<file path="config.mk">
export PLATFORM = sky130hd
export DESIGN_NAME = ascon_din_feeder
export DESIGN_NICKNAME = d
export VERILOG_FILES = /design/src/rtl/ascon_din_feeder_pkg.sv /design/src/rtl/ascon_din_feeder_word_packer.sv /design/src/rtl/ascon_din_feeder.sv
export SDC_FILE = /design/constraint.sdc
export NUM_CORES = 1
export LEC_CHECK = 0
export CORE_MARGIN = 8
export CORE_UTILIZATION = 45
export CTS_CLUSTER_SIZE = 25
export DETAILED_ROUTE_END_ITERATION = 16
export GPL_ROUTABILITY_DRIVEN = 0
export PLACE_DENSITY = 0.74
export REMOVE_ABC_BUFFERS = 1
export SLEW_MARGIN = 25
export SYNTH_ARGS = -nofsm -noshare
export SYNTH_HDL_FRONTEND = slang
export SYNTH_SLANG_ARGS = --single-unit
</file>
<file path="constraint.sdc">
create_clock -name clk -period 6 [get_ports clk]
set_clock_uncertainty 0.1 [all_clocks]
set_input_delay 1.2 -clock clk [delete_from_list [all_inputs] [get_ports clk]]
set_output_delay 1.2 -clock clk [all_outputs]
set_load 0.01 [all_outputs]
</file>
<file path="src/rtl/ascon_din_feeder_pkg.sv">
// Shared constants, segment state type and helper functions for the Ascon input feeder.
package ascon_din_feeder_pkg;

  localparam int RateBytes = 8;
  localparam int RateWords = 2;

  typedef enum logic [2:0] {
    SEG_IDLE    = 3'd0,
    SEG_AD_FULL = 3'd1,
    SEG_AD_PART = 3'd2,
    SEG_DI_FULL = 3'd3,
    SEG_DI_PART = 3'd4,
    SEG_DONE    = 3'd5
  } feed_seg_e;

  // First nonempty segment after cur, in the order AdFull, AdPart, DiFull, DiPart, Done.
  function automatic feed_seg_e next_seg(feed_seg_e cur, logic ad_full, logic ad_part,
                                         logic di_full, logic di_part);
    feed_seg_e n;
    n = SEG_DONE;
    case (cur)
      SEG_IDLE: begin
        if (ad_full)      n = SEG_AD_FULL;
        else if (ad_part) n = SEG_AD_PART;
        else if (di_full) n = SEG_DI_FULL;
        else if (di_part) n = SEG_DI_PART;
        else              n = SEG_DONE;
      end
      SEG_AD_FULL: begin
        if (ad_part)      n = SEG_AD_PART;
        else if (di_full) n = SEG_DI_FULL;
        else if (di_part) n = SEG_DI_PART;
        else              n = SEG_DONE;
      end
      SEG_AD_PART: begin
        if (di_full)      n = SEG_DI_FULL;
        else if (di_part) n = SEG_DI_PART;
        else              n = SEG_DONE;
      end
      SEG_DI_FULL: begin
        if (di_part)      n = SEG_DI_PART;
        else              n = SEG_DONE;
      end
      default: n = SEG_DONE;
    endcase
    return n;
  endfunction

  // Byte keep mask for one 32-bit word of a block; byte 0 of the block is the MSB of word 0.
  function automatic logic [31:0] word_mask(logic [2:0] pad, logic word_idx);
    logic [31:0] m;
    logic [2:0]  idx;
    m = 32'hFFFF_FFFF;
    for (int b = 0; b < 4; b++) begin
      idx = {word_idx, 2'(b)};
      if ((pad != 3'd0) && (idx >= pad)) begin
        m[31-8*b -: 8] = 8'h00;
      end
    end
    return m;
  endfunction

endpackage

</file>
<file path="src/rtl/ascon_din_feeder_word_packer.sv">
// Packs 32-bit words into a 64-bit rate block, zeroing bytes beyond the pad index.
module ascon_word_packer
  import ascon_din_feeder_pkg::*;
(
  input  logic        clk,
  input  logic        rst_n,
  input  logic        clear_i,
  input  logic [1:0]  need_i,
  input  logic [2:0]  pad_i,
  input  logic        pop_i,
  input  logic [31:0] wdata_i,
  input  logic        wvalid_i,
  output logic        wready_o,
  output logic [63:0] block_o,
  output logic        data_valid_o
);

  logic [1:0]  cnt_r;
  logic [31:0] w0_r;
  logic [31:0] w1_r;
  logic        accept_s;
  logic        pop_s;

  assign wready_o     = (cnt_r < need_i);
  assign data_valid_o = (need_i != 2'd0) && (cnt_r == need_i);
  assign accept_s     = wvalid_i && wready_o;
  assign pop_s        = pop_i && data_valid_o;
  assign block_o      = {w0_r, w1_r};

  // Word capture with masking applied at write time so block_o is purely registered.
  always_ff @(posedge clk or negedge rst_n) begin
    if (!rst_n) begin
      cnt_r <= 2'd0;
      w0_r  <= 32'd0;
      w1_r  <= 32'd0;
    end else if (clear_i || pop_s) begin
      cnt_r <= 2'd0;
      w0_r  <= 32'd0;
      w1_r  <= 32'd0;
    end else if (accept_s) begin
      cnt_r <= cnt_r + 2'd1;
      if (cnt_r == 2'd0) begin
        w0_r <= wdata_i & word_mask(pad_i, 1'b0);
      end else begin
        w1_r <= wdata_i & word_mask(pad_i, 1'b1);
      end
    end else begin
      cnt_r <= cnt_r;
      w0_r  <= w0_r;
      w1_r  <= w1_r;
    end
  end

endmodule

</file>
<file path="src/rtl/ascon_din_feeder.sv">
// Input stage ahead of the Ascon control FSM: size-derived block/pad info, block counters,
// and the AD-then-DI segment sequencer driving a 32->64 word packer.
module ascon_din_feeder
  import ascon_din_feeder_pkg::*;
#(
  parameter int SIZE_WIDTH = 16,
  parameter int BLOCK_AW   = 13
) (
  input  logic                  clk,
  input  logic                  rst_n,
  input  logic                  idle_i,
  input  logic [SIZE_WIDTH-1:0] ad_size_i,
  input  logic [SIZE_WIDTH-1:0] di_size_i,
  input  logic                  load_cnt_i,
  input  logic                  en_ad_cnt_i,
  input  logic                  en_di_cnt_i,
  input  logic                  pop_i,
  input  logic [31:0]           wdata_i,
  input  logic                  wvalid_i,
  output logic                  wready_o,
  output logic [63:0]           block_o,
  output logic                  data_valid_o,
  output logic [BLOCK_AW-1:0]   ad_blk_no_o,
  output logic [BLOCK_AW-1:0]   di_blk_no_o,
  output logic [BLOCK_AW-1:0]   ad_pad_idx_o,
  output logic [BLOCK_AW-1:0]   di_pad_idx_o,
  output logic                  ad_last_o,
  output logic                  di_last_o
);

  logic [SIZE_WIDTH-1:0] ad_size_r;
  logic [SIZE_WIDTH-1:0] di_size_r;
  logic [BLOCK_AW-1:0]   ad_cnt_r;
  logic [BLOCK_AW-1:0]   di_cnt_r;
  logic [BLOCK_AW-1:0]   prod_r;
  feed_seg_e             state_r;

  logic [1:0]            need_s;
  logic [2:0]            pad_s;
  logic [BLOCK_AW-1:0]   seg_blk_no_s;
  logic                  data_valid_s;
  logic                  pop_s;
  logic                  clear_s;
  logic                  ad_full_s, ad_part_s, di_full_s, di_part_s;
  logic                  ld_ad_full_s, ld_ad_part_s, ld_di_full_s, ld_di_part_s;

  assign ad_blk_no_o  = ad_size_r[SIZE_WIDTH-1:3];
  assign di_blk_no_o  = di_size_r[SIZE_WIDTH-1:3];
  assign ad_pad_idx_o = {{(BLOCK_AW-3){1'b0}}, ad_size_r[2:0]};
  assign di_pad_idx_o = {{(BLOCK_AW-3){1'b0}}, di_size_r[2:0]};
  assign ad_last_o    = (ad_cnt_r == ad_blk_no_o);
  assign di_last_o    = (di_cnt_r == di_blk_no_o);

  assign ad_full_s    = |ad_size_r[SIZE_WIDTH-1:3];
  assign ad_part_s    = |ad_size_r[2:0];
  assign di_full_s    = |di_size_r[SIZE_WIDTH-1:3];
  assign di_part_s    = |di_size_r[2:0];
  assign ld_ad_full_s = |ad_size_i[SIZE_WIDTH-1:3];
  assign ld_ad_part_s = |ad_size_i[2:0];
  assign ld_di_full_s = |di_size_i[SIZE_WIDTH-1:3];
  assign ld_di_part_s = |di_size_i[2:0];

  assign pop_s        = pop_i && data_valid_s;
  assign clear_s      = idle_i || load_cnt_i;
  assign data_valid_o = data_valid_s;

  // Words needed, byte pad and block count of the active segment.
  always_comb begin
    need_s       = 2'd0;
    pad_s        = 3'd0;
    seg_blk_no_s = ad_blk_no_o;
    case (state_r)
      SEG_AD_FULL: begin
        need_s = 2'd2;
      end
      SEG_AD_PART: begin
        pad_s  = ad_size_r[2:0];
        need_s = (ad_size_r[2:0] <= 3'd4) ? 2'd1 : 2'd2;
      end
      SEG_DI_FULL: begin
        need_s       = 2'd2;
        seg_blk_no_s = di_blk_no_o;
      end
      SEG_DI_PART: begin
        pad_s        = di_size_r[2:0];
        need_s       = (di_size_r[2:0] <= 3'd4) ? 2'd1 : 2'd2;
        seg_blk_no_s = di_blk_no_o;
      end
      default: begin
        need_s       = 2'd0;
        pad_s        = 3'd0;
        seg_blk_no_s = ad_blk_no_o;
      end
    endcase
  end

  // Size registers and FSM-owned block counters.
  always_ff @(posedge clk or negedge rst_n) begin
    if (!rst_n) begin
      ad_size_r <= {SIZE_WIDTH{1'b0}};
      di_size_r <= {SIZE_WIDTH{1'b0}};
      ad_cnt_r  <= {BLOCK_AW{1'b0}};
      di_cnt_r  <= {BLOCK_AW{1'b0}};
    end else if (load_cnt_i) begin
      ad_size_r <= ad_size_i;
      di_size_r <= di_size_i;
      ad_cnt_r  <= {BLOCK_AW{1'b0}};
      di_cnt_r  <= {BLOCK_AW{1'b0}};
    end else begin
      ad_size_r <= ad_size_r;
      di_size_r <= di_size_r;
      ad_cnt_r  <= en_ad_cnt_i ? ad_cnt_r + {{(BLOCK_AW-1){1'b0}}, 1'b1} : ad_cnt_r;
      di_cnt_r  <= en_di_cnt_i ? di_cnt_r + {{(BLOCK_AW-1){1'b0}}, 1'b1} : di_cnt_r;
    end
  end

  // Segment sequencer; idle_i aborts with priority over a load.
  always_ff @(posedge clk or negedge rst_n) begin
    if (!rst_n) begin
      state_r <= SEG_IDLE;
      prod_r  <= {BLOCK_AW{1'b0}};
    end else if (idle_i) begin
      state_r <= SEG_IDLE;
      prod_r  <= {BLOCK_AW{1'b0}};
    end else if (load_cnt_i) begin
      state_r <= next_seg(SEG_IDLE, ld_ad_full_s, ld_ad_part_s, ld_di_full_s, ld_di_part_s);
      prod_r  <= {BLOCK_AW{1'b0}};
    end else if (pop_s) begin
      case (state_r)
        SEG_AD_FULL, SEG_DI_FULL: begin
          if (prod_r == seg_blk_no_s - {{(BLOCK_AW-1){1'b0}}, 1'b1}) begin
            state_r <= next_seg(state_r, ad_full_s, ad_part_s, di_full_s, di_part_s);
            prod_r  <= {BLOCK_AW{1'b0}};
          end else begin
            state_r <= state_r;
            prod_r  <= prod_r + {{(BLOCK_AW-1){1'b0}}, 1'b1};
          end
        end
        SEG_AD_PART, SEG_DI_PART: begin
          state_r <= next_seg(state_r, ad_full_s, ad_part_s, di_full_s, di_part_s);
          prod_r  <= {BLOCK_AW{1'b0}};
        end
        default: begin
          state_r <= state_r;
          prod_r  <= prod_r;
        end
      endcase
    end else begin
      state_r <= state_r;
      prod_r  <= prod_r;
    end
  end

  ascon_word_packer u_packer (
    .clk          (clk),
    .rst_n        (rst_n),
    .clear_i      (clear_s),
    .need_i       (need_s),
    .pad_i        (pad_s),
    .pop_i        (pop_i),
    .wdata_i      (wdata_i),
    .wvalid_i     (wvalid_i),
    .wready_o     (wready_o),
    .block_o      (block_o),
    .data_valid_o (data_valid_s)
  );

endmodule

</file>
# Word level (Yosys, flattened, before mapping)
# Cells that the tools add are included.
[word_totals]
regBits = 140
in_bits = 72
word_cells = 143
[op_classes]
n_mux = 68
n_reduce_logical = 38
eq_ne = 10
add_sub_neg = 5
n_lt_le_gt_ge = 11
bitwise = 2
[op_table]
columns = ["op", "count"]
rows = [
  ["two-way mux 8 bit", 32],
  ["two-way mux 32 bit", 6],
  ["two-way mux 13 bit", 9],
  ["bitwise AND 32 bit", 2],
  ["OR reduction 13 bit", 4],
  ["adder 13 x 1 -> 13 bit, second input constant", 3],
  ["equality test 13 bit", 3],
  ["two-way mux 3 bit", 10],
  ["case mux 13 bit (2 select lines)", 1],
  ["subtractor 13 x 1 -> 13 bit, second input constant", 1],
  ["greater-or-equal comparator 3 bit, first input constant", 4],
  ["case mux 3 bit (2 select lines)", 2],
  ["case mux 3 bit (4 select lines)", 1],
  ["OR reduction 3 bit", 4],
  ["logical AND 1 bit", 11],
  ["nonzero test 2 bit", 5],
  ["two-way mux 2 bit", 4],
  ["equality test 3 x 2 -> 1 bit, second input constant", 2],
  ["greater-or-equal comparator 1 x 3 -> 1 bit, first input constant", 2],
  ["greater-or-equal comparator 2 x 3 -> 1 bit, first input constant", 2],
  ["<= comparator 3 bit, second input constant", 2],
  ["case mux 2 bit (3 select lines)", 1],
  ["AND reduction 2 bit", 3],
  ["nonzero test 3 bit", 2],
  ["14 further kinds", 18],
]

# Logic depth before layout (Yosys ltp)
# Gate-level depths: netlist of run 1.
[depth]
ltp_word = 12
depth_mapped = 15
depth_no_buf = 13

# Modules after synthesis
# Synthesis of run 1 repeated with hierarchy kept, for this count alone.
[hier_totals]
hier_cells = 854
hier_area_um2 = 7937.6
[by_module_without_submodules]
columns = ["module", "area_per_inst_um2", "cells_per_inst", "n_inst"]
rows = [
  ["ascon_din_feeder", 5024.8, 536, 1],
  ["ascon_word_packer", 2912.8, 318, 1],
]

# Least setup slack after synthesis of run 1
# Ideal clock, no wire load.
[synth_timing]
path_kind = "reg-to-reg"
from = "register state_r[1]"
to = "register prod_r[0]"
n_path_buf = 3
path_stages_with_launch = 15
path_slack_ns = 2.429
t_arrival_ns = 3.346
required_time_ns = 5.775
setup_ns = 0.125
cell_sequence = "dfrtp_1 > buf_2 > clkbuf_1 > clkbuf_1 > nor2_1 > o21ai_0 > nand2_1 > ha_1 > xnor2_1 > nand4_1 > or2_2 > a2bb2o_4 > a2111oi_4 > nor3_1 > mux2_2"
[synth_via]
elab_chain_cells = 10
word_cells_on_any_way = 23
cone_classes = "add/sub (1); eq/ne (6); mux (7); reduce/logical (9)"
[synth_rtl]
columns = ["item", "line_no", "rtl"]
rows = [
  ["from (decl)", "ascon_din_feeder.sv:36", "feed_seg_e state_r;"],
  ["from (signal assigned)", "ascon_din_feeder.sv:126", "state_r <= next_seg(SEG_IDLE, ld_ad_full_s, ld_ad_part_s, ld_di_full_s, ld_di_part_s);"],
  ["from (signal assigned)", "ascon_din_feeder.sv:132", "state_r <= next_seg(state_r, ad_full_s, ad_part_s, di_full_s, di_part_s);"],
  ["from (signal assigned)", "ascon_din_feeder.sv:135", "state_r <= state_r;"],
  ["equality test 3 x 2 -> 1 bit / equality test 3 bit (equally long branches)", "ascon_din_feeder.sv:72, ascon_din_feeder.sv:129", ""],
  ["OR reduction 2 bit (no source line)", "--", ""],
  ["two-way mux 13 bit", "ascon_din_feeder.sv:72", "case (state_r)"],
  ["subtractor 13 x 1 -> 13 bit", "ascon_din_feeder.sv:131", "if (prod_r == seg_blk_no_s - {{(BLOCK_AW-1){1'b0}}, 1'b1}) begin"],
  ["equality test 13 bit", "ascon_din_feeder.sv:131", ""],
  ["two-way mux 13 bit", "ascon_din_feeder.sv:131", ""],
  ["case mux 13 bit (2 select lines)", "ascon_din_feeder.sv:129", "case (state_r)"],
  ["two-way mux 13 bit", "ascon_din_feeder.sv:128", "end else if (pop_s) begin"],
  ["two-way mux 13 bit", "ascon_din_feeder.sv:125", "end else if (load_cnt_i) begin"],
  ["two-way mux 13 bit", "ascon_din_feeder.sv:122", "end else if (idle_i) begin"],
  ["to (signal assigned)", "ascon_din_feeder.sv:121", "prod_r <= {BLOCK_AW{1'b0}};"],
  ["to (signal assigned)", "ascon_din_feeder.sv:124", "prod_r <= {BLOCK_AW{1'b0}};"],
  ["to (signal assigned)", "ascon_din_feeder.sv:127", "prod_r <= {BLOCK_AW{1'b0}};"],
  ["to (decl)", "ascon_din_feeder.sv:35", "logic [BLOCK_AW-1:0] prod_r;"],
]
# Parallel ways exist; a longest one is shown, timed or not. The select of a mux whose other input is x is not followed.
# A chain may end at the register's enable or synchronous reset.

# Worst setup path in the final report of run 1
[layout_timing]
from = "register state_r[2]"
to = "output wready_o"
[layout_via]
elab_chain_cells = 4
word_cells_on_any_way = 7
cone_classes = "order compare (1); eq/ne (4); mux (1); reduce/logical (1)"
[layout_rtl]
columns = ["item", "line_no", "rtl"]
rows = [
  ["equality test 3 x 2 -> 1 bit / equality test 3 x 1 -> 1 bit (equally long branches)", "ascon_din_feeder.sv:72", ""],
  ["OR reduction 2 bit (no source line)", "--", ""],
  ["case mux 2 bit (3 select lines) (*)", "ascon_din_feeder.sv:72", ""],
  ["< comparator 2 bit (*)", "ascon_din_feeder_word_packer.sv:24", "assign wready_o = (cnt_r < need_i);"],
  ["to (decl)", "ascon_din_feeder.sv:20", "output logic wready_o,"],
]
# Every way passes the cells marked *; elsewhere a longest branch is shown, timed or not.

==> flow_summary_export.csv, run 1 <==
group,metric,value,unit
status,status,"finished clean",
sta,tns,0,ns
drt,drc,0,
floorplan,die_h,145.3,um
floorplan,fp-row-count,47,
global_routing,grt-ovfl-total,0,
sta,setup_viol,0,
global_routing,grt_max_degree,87,
logic_synthesis,syn_inst,733,
final_layout,layout.nets,972,
logic_synthesis,synth_top_area_share,46.58,%
cts,cts_tree,"yes",
logic_synthesis,avgSynthCellArea,10.26,um^2
logic_synthesis,synth_fa_ha_area_share,1.165,%
final_layout,fin_util,60.27,%
power,ir_worst_vdd,0.2093,mV
floorplan,initial_utilization,45.68,%
drt,drt-total-wl,21.67,mm
floorplan,io_pins,192,
worst_setup_path,endpoint_kind,"output port",
sta,rsz0062_at_grt,"false",
logic_synthesis,async_flop_share,100.0,%
logic_synthesis,synth-compound-area-share,16.39,%
global_routing,grt_first_pass_wirelength,35.22,mm
logic_synthesis,synthXorXnorAreaFrac,7.686,%
global_routing,grt_pass1_vias,6466,
logic_synthesis,seq_area_frac_synth,46.58,%
logic_synthesis,yosysTopAreaCell,"dfrtp_1",
drt,dr.pass1.iters,5,
min_path,worstHoldPathType,"reg2reg",
logic_synthesis,netlist_top_cells_count,"dfrtp_1 (140), nor2_1 (85), a22o_1 (51)",
power,cellPowerDensity,257.2,mW/mm^2
drt,avgRoutedWirePerCell,19.27,um
logic_synthesis,syn_area,0.007521,mm^2
cts,holdBufCountCts,0,
place,placed_cells,1094,
logic_synthesis,ys_types,71,
cts,cts_root_buf,"clkbuf_16",
final_layout,fin_cells,1125,
place,dp.final_hpwl,16.04,mm
worst_setup_path,startpoint_type,"flop",
cts,cts_setup_buffers,0,
logic_synthesis,synth-simple-area-share,17.15,%
floorplan,die_w,145.3,um
cts,clk_pin_slew,0.06,ns
worst_setup_path,critical_path.cell_chain,"nor2b_1 -> a22oi_1 -> nor2_1 -> ha_1 -> inv_1 -> a21oi_1 -> clkdlybuf4s50_1",
global_routing,use_met2,34.67,%
global_routing,grt.busiest_layer,"met2",
global_routing,met1_usage,25.04,%
drt,routed_via_density,5.641,
final_layout,diodes,0,
final_layout,area_growth,31.96,%
logic_synthesis,synthMuxAreaShare,6.555,%
logic_synthesis,yosysWarnings,0,
cts,cts_resized,0,
worst_setup_path,crit_fanout,27,
worst_setup_path,path_class,"reg2out",
drt,vias,6346,
sta,period_minus_slack,4.795,ns
flow_run,max_cap_violations,0,
logic_synthesis,synth-edff-count,0,
sta,timing.final.ws_setup,1.205,ns
global_routing,grt_usage,20.59,%
logic_synthesis,synth_most_common_cell,"dfrtp_1",
worst_setup_path,slowest_stage,"dfrtp_1",
power,leakagePower,4.152,nW
place,io_buffers,171,
sta,drv_slew,0,
global_routing,use_met3,5.752,%
sta,finalCritPeriodShare,79.91,%
cts,insertion_delay,0.43,ns
logic_synthesis,ys.flop_type,"dfrtp_1",
worst_setup_path,required,4.70,ns
cts,cts_buffers,17,
logic_synthesis,synth_top_family_by_area,"simple AND/OR/NAND/NOR gates",
drt,ant_nets,0,
final_layout,drive_gt1_share,9.503,%
global_routing,antenna_found_initial,0,
cts,cts.sinks,140,
cts,cts_max_level,4,
cts,max-clock-path-buffers,2,
logic_synthesis,ys_ff_latch,140,
sta,hold_viol_final,0,
logic_synthesis,synth_area_leaders,"dfrtp_1 (47%), a22o_1 (5.9%), mux2_2 (4.9%)",
power,totalPowerFinal,2.553,mW
drt,drtIter0Drc,381,
place,place_ws,1.554,ns
final_layout,fill_cells,1391,
floorplan,dieArea,0.02111,mm^2
sta,slew_headroom,33.99,%
worst_setup_path,max_stage_delay,0.83,ns
sta,worstMarginPinSlew,0.9902,ns
worst_setup_path,cp_data_arrival_time,3.49,ns
floorplan,core-area,0.01647,mm^2
sta,fmax,0.2086,GHz
==> kinds of logic after synthesis <==
| group | after synthesis |
|---|---|
| compound gates | 158 |
| fa+ha+maj | 7 |
| simple gates | 250 |
| other cells | 1 |
| mux | 45 |
| buf+inv | 66 |
| xor+xnor | 66 |
| flops | 140 |
==> sequential cells by signal, indices dropped and copies added, names as in the netlist <==
name and flops:
u_packer.w1_r 32, di_cnt_r 13, prod_r 13, ad_cnt_r 13, u_packer.cnt_r 2, state_r 3
di_size_r 16, ad_size_r 16, u_packer.w0_r 32
==> worst paths after layout <==
check | from | end | slack [ns] | depth (start not counted)
max | state_r[2] | wready_o | 1.21 | 7
min reg2reg | u_packer.w1_r[2] | u_packer.w1_r[2] | 0.40 | 1
max in group asynchronous | rst_n | u_packer.w0_r[10] | 3.87 | 2
min in group asynchronous | rst_n | ad_cnt_r[7] | 0.73 | 1
min | u_packer.w1_r[2] | u_packer.w1_r[2] | 0.40 | 1
max reg2reg | state_r[1] | prod_r[3] | 1.48 | 11
==> layout make-up <==
cell class,count,area (um^2),share of cell area (%)
multi-input combinational,546,3761,37.90
sequential,140,3503,35.30
timing repair buffer,175,1738,17.51
clock buffer,18,429.2,4.324
tap,220,275.3,2.774
clock inverter,13,168.9,1.702
inverter,13,48.80,0.4917
==> layer usage <==
layer	vias to the layer above	wire length, um
met4	0	393
met5	-	0
met3	27	1325
li1	2970	-
met2	185	10890
met1	3164	9065
==> where the power goes <==
group          total [mW]  leakage, nW  internal, mW  switching [mW]
sequential           1.05         1.87         0.979          0.0748
clock                1.07        0.290         0.654           0.412
combinational       0.433         1.99         0.214           0.219
==> critical path: cells and delay by family (launching register included) <==
family / cells / cell delay [ns]
fa+ha+maj: 1 / 0.16
buf+inv: 2 / 0.70
compound gates: 2 / 0.47
flops: 1 / 0.83
simple gates: 2 / 0.89
==> layout by cell type (no fill, tap or decap), types with 8 or more instances in the layout <==
cell	Yosys	final
a22oi_1	14	14
nand2_1	40	40
nor2_1	85	85
nand4_1	19	19
nor4_1	17	17
clkdlybuf4s50_1	0	169
a21oi_1	19	19
inv_1	12	12
o32a_1	8	8
mux2_2	33	33
xnor2_1	34	34
conb_1	1	20
nor3_1	15	15
clkbuf_16	0	17
mux2i_1	11	11
o21ai_0	20	20
xor2_1	32	32
nand3_1	11	11
dfrtp_1	140	140
nor3b_1	12	12
a22o_1	51	51
==> metrics by stage <==
| step | instance area (um^2) | hold slack, ns |
|---|---|---|
| 2_1_floorplan | 7308 | 0.4172 |
| 3_3_place_gp | 9321 | 0.3874 |
| 3_5_place_dp | 9321 | 0.3909 |
| 4_1_cts | 9920 | 0.4069 |
| 5_1_grt | 9925 | 0.4187 |
| 6_report | 9925 | 0.4037 |
Power figures use the tool's default switching activity.
==> run 2, diff against run 1 <==
--- a/config.mk
+++ b/config.mk
@@ -10,7 +10,7 @@
 export CTS_CLUSTER_SIZE = 25
 export DETAILED_ROUTE_END_ITERATION = 16
 export GPL_ROUTABILITY_DRIVEN = 0
-export PLACE_DENSITY = 0.74
+export PLACE_DENSITY = 0.77
 export REMOVE_ABC_BUFFERS = 1
 export SLEW_MARGIN = 25
 export SYNTH_ARGS = -nofsm -noshare
==> constraint.sdc (replaced) <==
create_clock -name clk -period 4.3 [get_ports clk]
set_clock_uncertainty 0.1 [all_clocks]
set_input_delay 0.86 -clock clk [delete_from_list [all_inputs] [get_ports clk]]
set_output_delay 0.86 -clock clk [all_outputs]
set_load 0.01 [all_outputs]
==> run 2 against run 1 <==
Net effect:
- non-clock buffer count rose by 11
- count of clock-buffer cells in the layout unchanged
- via count rose by 0.68%
- sequential share of layout area down 0.11 points
- global-route usage is 0.18 points higher
- cell area grew 0.32%
- die area is the same
- critical endpoint is now data_valid_o
- largest cell class unchanged
- highest routed layer unchanged
==> flow_summary_export.csv, run 2 (synthesized netlist as in run 1, its figures left out) <==
group,metric,value,unit
cts,cts_resized,0,
drt,ant_nets,0,
sta,slew_headroom,34.63,%
floorplan,dieArea,0.02111,mm^2
worst_setup_path,required,3.34,ns
global_routing,grt-ovfl-total,0,
flow_run,max_cap_violations,0,
global_routing,antenna_found_initial,1,
final_layout,drive_gt1_share,10.48,%
sta,rsz0062_at_grt,"false",
power,switchingPower,0.9984,mW
sta,drv_slew,0,
floorplan,die_w,145.3,um
place,io_buffers,171,
drt,dr.pass1.iters,5,
drt,drt-total-wl,21.89,mm
place,place_area,0.009404,mm^2
worst_setup_path,crit_fanout,21,
worst_setup_path,r2r_setup_slack,0.28,ns
min_path,worstHoldPathType,"reg2reg",
min_path,hold_path_end,"u_packer.w1_r[22]",
final_layout,final_common_cell,"clkdlybuf4s50_1",
place,placed_cells,1105,
power,totalPowerFinal,3.461,mW
power,cellPowerDensity,347.7,mW/mm^2
sta,finalCritPeriodShare,95.98,%
global_routing,grt_usage,20.78,%
cts,cts.sinks,140,
sta,period_minus_slack,4.127,ns
min_path,hp-start,"u_packer.w1_r[22]",
floorplan,initial_utilization,45.68,%
floorplan,io_pins,192,
status,status,"finished clean",
worst_setup_path,startpoint_type,"flop",
cts,holdBufCountCts,0,
final_layout,fill_cells,1392,
place,place_ws,0.3177,ns
sta,setup_viol,0,
drt,routed_via_density,5.619,
final_layout,fin_util,60.46,%
cts,cts_tree,"yes",
cts,cts_max_level,4,
floorplan,fp-row-count,47,
drt,drtIter0Drc,480,
cts,max-clock-path-buffers,2,
drt,drc,0,
final_layout,area_growth,32.37,%
cts,insertion_delay,0.43,ns
floorplan,core-area,0.01647,mm^2
worst_setup_path,endpoint_kind,"output port",
power,ir_worst_vdd,0.2734,mV
global_routing,grt_pass1_vias,6653,
sta,tns,0,ns
final_layout,fin_area,0.009956,mm^2
worst_setup_path,path_class,"reg2out",
final_layout,layout_common_cells,"clkdlybuf4s50_1 (169), dfrtp_1 (140), nor2_1 (85)",
floorplan,die_h,145.3,um
drt,vias,6389,
sta,fmax,0.2423,GHz
final_layout,reg_top3,"u_packer.w0_r: 32 flops, u_packer.w1_r: 32 flops",
sta,fin_hold_ws,0.4027,ns
sta,hold_viol_final,0,
min_path,hold_depth,1,
power,combinationalPowerShare,17.9,%
sta,timing.final.ws_setup,0.1728,ns
final_layout,fin_cells,1137,
power,p_seq_share,42.2,%
power,clockPowerShare,39.9,%
worst_setup_path,cp_data_arrival_time,3.17,ns
worst_setup_path,r2r_end,"prod_r[7]",
final_layout,layout.nets,983,
global_routing,grt_max_degree,102,
worst_setup_path,worst_r2r_startpoint,"state_r[0]",
power,internal_power,2.463,mW
cts,cts_setup_buffers,0,
worst_setup_path,worstRegToRegCells,11,
drt,avgRoutedWirePerCell,19.26,um
sta,worstMarginPinSlew,0.9806,ns
cts,clk_pin_slew,0.06,ns
power,switching_share,28.84,%
place,dp.final_hpwl,16.08,mm
power,leakagePower,4.168,nW
cts,cts_root_buf,"clkbuf_16",
global_routing,grt_first_pass_wirelength,35.71,mm
cts,cts_buffers,17,
-- run 2: cell count changes in the layout (fill, tap and decap cells not counted), sizes merged --
cell	previous run	this run
clkinvlp	1	6
bufinv	3	1
buf	6	17
diode	0	1
clkinv	8	4
inv	14	15
-- run 2: routing by layer --
metal  GRT usage, %  vias to the layer above  share of wire [%]
met3          5.286                       51                6.2
met2          34.86                      223                 50
met4          8.954                        0                2.8
met5              0                        -                  0
li1               -                     2998                  -
met1          24.87                     3117                 41
-- run 2: layout make-up --
type                    instances  area, um^2  area share [%]
diodes                          1       2.502         0.02514
well taps                     220       275.3           2.765
flip-flops and latches        140        3503           35.19
inverters                      13       48.80          0.4901
repair buffers                186        1821           18.29
clock buffers                  18       429.2           4.311
clock inverters                13       120.1           1.206
multi-input cells             546        3756           37.73
-- run 2: how the worst max path moves through the flow --
stage	endpoint	from	slack, ns
after CTS	data_valid_o	state_r[0]	0.19
after global placement	prod_r[0]	state_r[0]	0.49
final	data_valid_o	state_r[0]	0.17
after global routing	prod_r[7]	state_r[1]	0.06
after detailed placement	prod_r[7]	state_r[0]	0.32
after floorplan	state_r[1]	state_r[1]	0.45
-- run 2: power by group through the flow --
stage | Clock, mW | Sequential, mW | Combinational, mW
floorplan | 0 | 1.47 | 0.304
global placement | 0 | 1.48 | 0.608
detailed placement | 0 | 1.48 | 0.617
CTS | 1.40 | 1.46 | 0.620
global route | 1.45 | 1.47 | 0.675
finish | 1.38 | 1.46 | 0.619
-- run 2: critical path, stage by stage, from the launching register on --
cell             delay (ns)
dfrtp_1                0.59
or3b_1                 0.48
buf_4                  0.20
o22a_1                 0.20
ha_1                   0.30
nand2_1                0.07
a21oi_1                0.27
clkdlybuf4s50_1        0.64
==> run 3, diff against run 2 <==
--- a/config.mk
+++ b/config.mk
@@ -10,6 +10,7 @@
 export CTS_CLUSTER_SIZE = 25
 export DETAILED_ROUTE_END_ITERATION = 16
 export GPL_ROUTABILITY_DRIVEN = 0
+export HOLD_SLACK_MARGIN = 0.1
 export PLACE_DENSITY = 0.77
 export REMOVE_ABC_BUFFERS = 1
 export SLEW_MARGIN = 25
==> results of run 3 <==
No change in the layout: final DEF, timing and power equal those of run 2.
